### src/rtl/i2s_rx_master.sv
// i2s_rx_master: I2S master receiver for the microphone path.
// Generates SCK (i2s_clk) and word select from HCLK, deserialises Philips-format
// serial data (one-bit delay after the ws edge, MSB first) into per-channel PCM
// samples, and buffers them in a first-word-fall-through FIFO with valid/ready.
// Optional build macro: I2S_RX_MONO_EN -- push only left-slot samples and tie
// sample_chan to 0. Without it both channels are pushed, left then right.
module i2s_rx_master #(
    parameter int unsigned CLK_DIV     = 4,
    parameter int unsigned SAMPLE_BITS = 24,
    parameter int unsigned FIFO_DEPTH  = 8
) (
    input  logic                             HCLK,
    input  logic                             HRESET,
    input  logic                             en,
    input  logic                             sd_in,
    output logic                             i2s_clk,
    output logic                             ws,
    output logic [SAMPLE_BITS-1:0]           sample_data,
    output logic                             sample_chan,
    output logic                             sample_valid,
    input  logic                             sample_ready,
    output logic [$clog2(FIFO_DEPTH+1)-1:0]  fifo_level,
    output logic                             overflow,
    input  logic                             clr_ovf
);

    localparam int unsigned DivW = (CLK_DIV > 1) ? $clog2(CLK_DIV) : 1;
    localparam int unsigned PtrW = $clog2(FIFO_DEPTH);
    localparam int unsigned LvlW = $clog2(FIFO_DEPTH + 1);

    localparam logic [DivW-1:0] DivLast  = DivW'(CLK_DIV - 1);
    localparam logic [4:0]      SlotLast = 5'd31;
    localparam logic [4:0]      CapLast  = 5'(SAMPLE_BITS);
    localparam logic [LvlW-1:0] LvlFull  = LvlW'(FIFO_DEPTH);

    // ------------------------------------------------------------------
    // SCK divider
    // ------------------------------------------------------------------
    logic [DivW-1:0] div_cnt_q, div_cnt_d;
    logic            sck_q, sck_d;
    logic            tick, rise, fall;

    assign tick = en && (div_cnt_q == DivLast);
    assign rise = tick && !sck_q;
    assign fall = tick && sck_q;

    // Divider next state: held at zero while disabled, toggles SCK on wrap.
    always_comb begin
        div_cnt_d = div_cnt_q;
        sck_d     = sck_q;
        if (!en) begin
            div_cnt_d = '0;
            sck_d     = 1'b0;
        end else if (tick) begin
            div_cnt_d = '0;
            sck_d     = !sck_q;
        end else begin
            div_cnt_d = div_cnt_q + DivW'(1);
        end
    end

    // ------------------------------------------------------------------
    // Framing: 32 SCK per slot, ws flips on the fall that wraps bit_cnt
    // ------------------------------------------------------------------
    logic [4:0] bit_cnt_q, bit_cnt_d;
    logic       ws_q, ws_d;

    // Slot bit counter and word select next state, advanced on SCK falls.
    always_comb begin
        bit_cnt_d = bit_cnt_q;
        ws_d      = ws_q;
        if (!en) begin
            bit_cnt_d = '0;
            ws_d      = 1'b0;
        end else if (fall) begin
            bit_cnt_d = bit_cnt_q + 5'd1;
            if (bit_cnt_q == SlotLast) begin
                ws_d = !ws_q;
            end
        end
    end

    // ------------------------------------------------------------------
    // Capture: bit_cnt 1 carries the MSB, bit_cnt SAMPLE_BITS the LSB
    // ------------------------------------------------------------------
    logic [SAMPLE_BITS-1:0] shift_q, shift_d;
    logic [SAMPLE_BITS-1:0] cap_word;
    logic                   cap_en, cap_last;
    logic                   push_req;

    assign cap_en   = rise && (bit_cnt_q != 5'd0) && (bit_cnt_q <= CapLast);
    assign cap_last = rise && (bit_cnt_q == CapLast);
    // The completed word includes the bit being sampled this cycle.
    assign cap_word = SAMPLE_BITS'({shift_q, sd_in});

    // Shift register next state; cleared while disabled so a partial word dies.
    always_comb begin
        shift_d = shift_q;
        if (!en) begin
            shift_d = '0;
        end else if (cap_en) begin
            shift_d = cap_word;
        end
    end

`ifdef I2S_RX_MONO_EN
    assign push_req = cap_last && !ws_q;
`else
    assign push_req = cap_last;
`endif

    // Front-end state registers.
    always_ff @(posedge HCLK) begin
        if (HRESET) begin
            div_cnt_q <= '0;
            sck_q     <= 1'b0;
            bit_cnt_q <= '0;
            ws_q      <= 1'b0;
            shift_q   <= '0;
        end else begin
            div_cnt_q <= div_cnt_d;
            sck_q     <= sck_d;
            bit_cnt_q <= bit_cnt_d;
            ws_q      <= ws_d;
            shift_q   <= shift_d;
        end
    end

    assign i2s_clk = sck_q;
    assign ws      = ws_q;

    // ------------------------------------------------------------------
    // Sample FIFO (first-word-fall-through)
    // ------------------------------------------------------------------
    logic [SAMPLE_BITS-1:0] data_mem [FIFO_DEPTH];
    logic [PtrW-1:0]        wr_ptr_q, rd_ptr_q;
    logic [LvlW-1:0]        level_q, level_d;
    logic                   empty, full, pop, accept, drop;
    logic                   ovf_q, ovf_d;

    assign empty  = (level_q == '0);
    assign full   = (level_q == LvlFull);
    assign pop    = !empty && sample_ready;
    // A simultaneous pop frees the slot, so a push into a full FIFO still lands.
    assign accept = push_req && (!full || pop);
    assign drop   = push_req && full && !pop;

    // Occupancy next state.
    always_comb begin
        level_d = level_q;
        unique case ({accept, pop})
            2'b10:   level_d = level_q + LvlW'(1);
            2'b01:   level_d = level_q - LvlW'(1);
            default: level_d = level_q;
        endcase
    end

    // Sticky overflow next state; a drop beats a same-cycle clear.
    always_comb begin
        ovf_d = ovf_q;
        if (drop) begin
            ovf_d = 1'b1;
        end else if (clr_ovf) begin
            ovf_d = 1'b0;
        end
    end

    // FIFO pointers, occupancy and overflow flag; pointers wrap naturally.
    always_ff @(posedge HCLK) begin
        if (HRESET) begin
            wr_ptr_q <= '0;
            rd_ptr_q <= '0;
            level_q  <= '0;
            ovf_q    <= 1'b0;
        end else begin
            if (accept) begin
                wr_ptr_q <= wr_ptr_q + PtrW'(1);
            end
            if (pop) begin
                rd_ptr_q <= rd_ptr_q + PtrW'(1);
            end
            level_q <= level_d;
            ovf_q   <= ovf_d;
        end
    end

    // Sample storage; contents are meaningless once the level says empty.
    always_ff @(posedge HCLK) begin
        if (accept) begin
            data_mem[wr_ptr_q] <= cap_word;
        end
    end

`ifdef I2S_RX_MONO_EN
    assign sample_chan = 1'b0;
`else
    logic chan_mem [FIFO_DEPTH];

    // Channel tag storage, written alongside the sample.
    always_ff @(posedge HCLK) begin
        if (accept) begin
            chan_mem[wr_ptr_q] <= ws_q;
        end
    end

    assign sample_chan = empty ? 1'b0 : chan_mem[rd_ptr_q];
`endif

    assign sample_data  = empty ? '0 : data_mem[rd_ptr_q];
    assign sample_valid = !empty;
    assign fifo_level   = level_q;
    assign overflow     = ovf_q;

endmodule
### config.mk
export PLATFORM = sky130hd
export DESIGN_NAME = i2s_rx_master
export DESIGN_NICKNAME = d
export VERILOG_FILES = /design/src/rtl/i2s_rx_master.sv
export SDC_FILE = /design/constraint.sdc
export NUM_CORES = 1
export LEC_CHECK = 0
export CAP_MARGIN = 20
export CORE_UTILIZATION = 60
export DETAILED_ROUTE_END_ITERATION = 10
export PLACE_DENSITY = 0.88
export SLEW_MARGIN = 20
export SYNTH_ARGS = -nofsm -noshare
export SYNTH_HDL_FRONTEND = slang
export SYNTH_SLANG_ARGS = --single-unit
### constraint.sdc
create_clock -name HCLK -period 11.9 [get_ports HCLK]
set_input_delay 2.38 -clock HCLK [delete_from_list [all_inputs] [get_ports HCLK]]
set_output_delay 2.38 -clock HCLK [all_outputs]
set_load 0.05 [all_outputs]
==> results.ini <==
[status]
outcome = complete, no violations

[synth]
synth-compound-area-share_pct = 1.36
synth_area_um2 = 9560
synth_top_family_by_area = multiplexers
synth_area_leader_cell = edfxtp_1
synthCells = 516
synth_xor_area_share_pct = 0.917
synth.area.top_cells = edfxtp_1 (63%), mux4_2 (12%), dfxtp_1 (9.6%)
avgSynthCellArea_um2 = 18.5
synth_top_area_share_pct = 62.9
synth_edf_count = 200
synth-simple-area-share_pct = 5.41
synth_cell_type_count = 43
yosysMostFrequentCell = edfxtp_1
yosysWarnings = 0
ys.flop_type = edfxtp_1
synth.mux.area_fraction_pct = 17.5
ys_async_sr_fraction_pct = 0
yosysSeqAreaShare_pct = 72.5
synth-adder-area-share_pct = 0.917
ys_ff_latch = 246
synth_common_cells = edfxtp_1 (200), nor2_1 (67), mux2i_1 (52)
synth.net_count = 529

[cells_and_area]
fin_nets = 581
layout.cells.non_filler = 797
register_area_um2 = 6930
area_growth_pct = 15.7
antenna_cells = 0
drive_gt1_share_pct = 20.5
nFillCells = 891
multiInputGateArea_um2 = 2550

[sta]
setup_violations = 0
slew_headroom_pct = 32.9
tightest_slew_ns = 0.999
period_share_pct = 46.9
final.setup_skew_ns = 0.00894
maxSlewViolCount = 0
report.final.hold_viol_count = 0
finalSetupTns_ns = 0
fin_crit_ns = 5.58
rsz0062_at_grt = no
fmax_ghz = 0.179

[critical_path]
criticalPathCategory = reg -> out
critPathCaptureType = primary output
crit_family = flip-flops
slowest_stage = dfxtp_4
critPathBufInv = 1
rr_worst_depth = 7
cp.arrival_ns = 3.20
r2r_setup_slack_ns = 9.22
worstReg2RegEnd = data_mem[3][0]
max_stage_delay_ns = 1.01
cp_max_fo = 50
r2r-start = bit_cnt_q[0]
start_kind = flip-flop
crit_chain = mux4_2 > mux2i_1 > nor2_1 > clkdlybuf4s50_1
critPathRequiredTime_ns = 9.52

[routing]
drt_wl_total_um = 17900
routed-via-count = 4830
ant_nets = 0
firstDrtPassIters = 4
viasPerCell = 6.06
wire_per_inst_um = 22.5
drcViolationCount = 0
drt_iter0_drc = 337

[floorplanning]
core_area_um2 = 15400
core.rowCount = 45
die-area_um2 = 16400
die_y_um = 128
die_w_um = 128
initial_utilization_pct = 62.2
io_pins = 39

[global_routing]
grt_use_total_pct = 23.0
grt_max_degree = 51
grt_pass1_wl_um = 28000
antenna_found_initial = 0
grt.overflow.total = 0
grt_pass1_vias = 5107

[worst_hold_path]
min_from = div_cnt_q[0]
min_to = div_cnt_q[0]
hp-class = reg -> reg
holdPathStages = 1

[placement]
finalWeightedCongestion = 0.841
dp_cells = 753
port-buffer-count = 38
post-dp-hpwl_um = 9760

[clock_tree]
postCtsSetupBuffers = 0
clockRootBuffer = clkbuf_16
cts_resized = 0
clk_latency_ns = 0.50
cts.sinks = 246
cts_hold_buffers = 0
cts_buffers = 24
htreeDepth = 1
clk_pin_slew_ns = 0.06
cts_tree = yes
cts_buffer_depth = 3

[pwr]
vdd_ir_drop_max_mv = 0.0934
power_density_nw_per_um2 = 153
p_leak_nw = 3.87

[flow_run]
cap_violations = 0

## worst max-delay path by stage
stage / slack [ns] / from / cells past startpoint / to
3_5_place_dp: 6.61 / en / 6 / data_mem[2][7]
2_1_floorplan: 5.97 / en / 4 / chan_mem[2]
3_3_place_gp: 6.77 / en / 6 / data_mem[2][8]
4_1_cts: 6.22 / flip-flop / 4 / sample_data[3]
6_report: 6.32 / flip-flop / 4 / sample_data[3]
5_1_grt: 6.07 / flip-flop / 4 / sample_data[3]
## registers in the layout, indices dropped and copies added, names as in the netlist, named ones only
signal / flops
chan_mem: 8
i2s_clk: 1
rd_ptr_q: 3
ws: 1
overflow: 1
div_cnt_q: 2
wr_ptr_q: 3
fifo_level: 4
shift_q: 23
data_mem: 192
bit_cnt_q: 5
## cell usage in the layout, fill, tap and decap left out, drive strengths merged, types with 3 or more instances in the layout
| cell type | Yosys | final |
|---|---|---|
| ha | 7 | 7 |
| and3 | 3 | 3 |
| clkdlybuf4s50 | 0 | 38 |
| mux4 | 50 | 50 |
| nor3 | 4 | 4 |
| inv | 4 | 4 |
| clkinv | 0 | 3 |
| nor2 | 67 | 67 |
| mux2i | 52 | 52 |
| nor3b | 3 | 3 |
| buf | 14 | 14 |
| edfxtp | 200 | 200 |
| a21oi | 5 | 5 |
| xor2 | 5 | 5 |
| nand2b | 4 | 4 |
| dfxtp | 46 | 46 |
| xnor2 | 5 | 5 |
| nor2b | 3 | 3 |
| clkbuf | 12 | 40 |
| nor4b | 3 | 3 |
| nand2 | 9 | 9 |
## stage by stage
stage / power (W) / cell area, µm² / hold WS, ns / util, % / setup WS [ns]
floorplan: 0.000939 / 9560 / 0.404 / - / 5.97
global placement: 0.000942 / 10200 / 0.412 / 66.6 / 6.77
detailed placement: 0.000943 / 10200 / 0.429 / 66.6 / 6.61
CTS: 0.00169 / 11000 / 0.439 / 71.9 / 6.22
global route: 0.00173 / 11100 / 0.453 / 71.9 / 6.07
finish: 0.00169 / 11100 / 0.436 / 71.9 / 6.32
## power by group
group	switching (W)	internal, W
Combinational	0.00000433	0.00000247
Sequential	0.000000185	0.000917
Clock	0.000304	0.000458
Total	0.000308	0.00138
## kinds of logic (layout without fill, tap and decap cells)
logic type | Yosys count | in the layout
DFF | 246 | 246
and+or+nand+nor | 106 | 106
buffers and inverters | 30 | 100
muxes | 104 | 104
xor gates and xnor gates | 10 | 10
adders and majority gates | 7 | 7
AOI/OAI and AO/OA | 13 | 13
## area by class of cell
class	instances	area share (%)
repair buffers	52	4.39
multi-input cells	240	23.1
inverters	4	0.136
clock buffers	40	6.90
flip-flops and latches	246	62.7
well taps	211	2.39
clock inverters	4	0.441
## layer usage
layer / routed length, µm / GRT usage [%]
met5: 0 / 0
met4: 470 / 7.68
met3: 981 / 3.51
met2: 9270 / 39.2
met1: 7210 / 30.5
(Power assumes the default switching activity.)
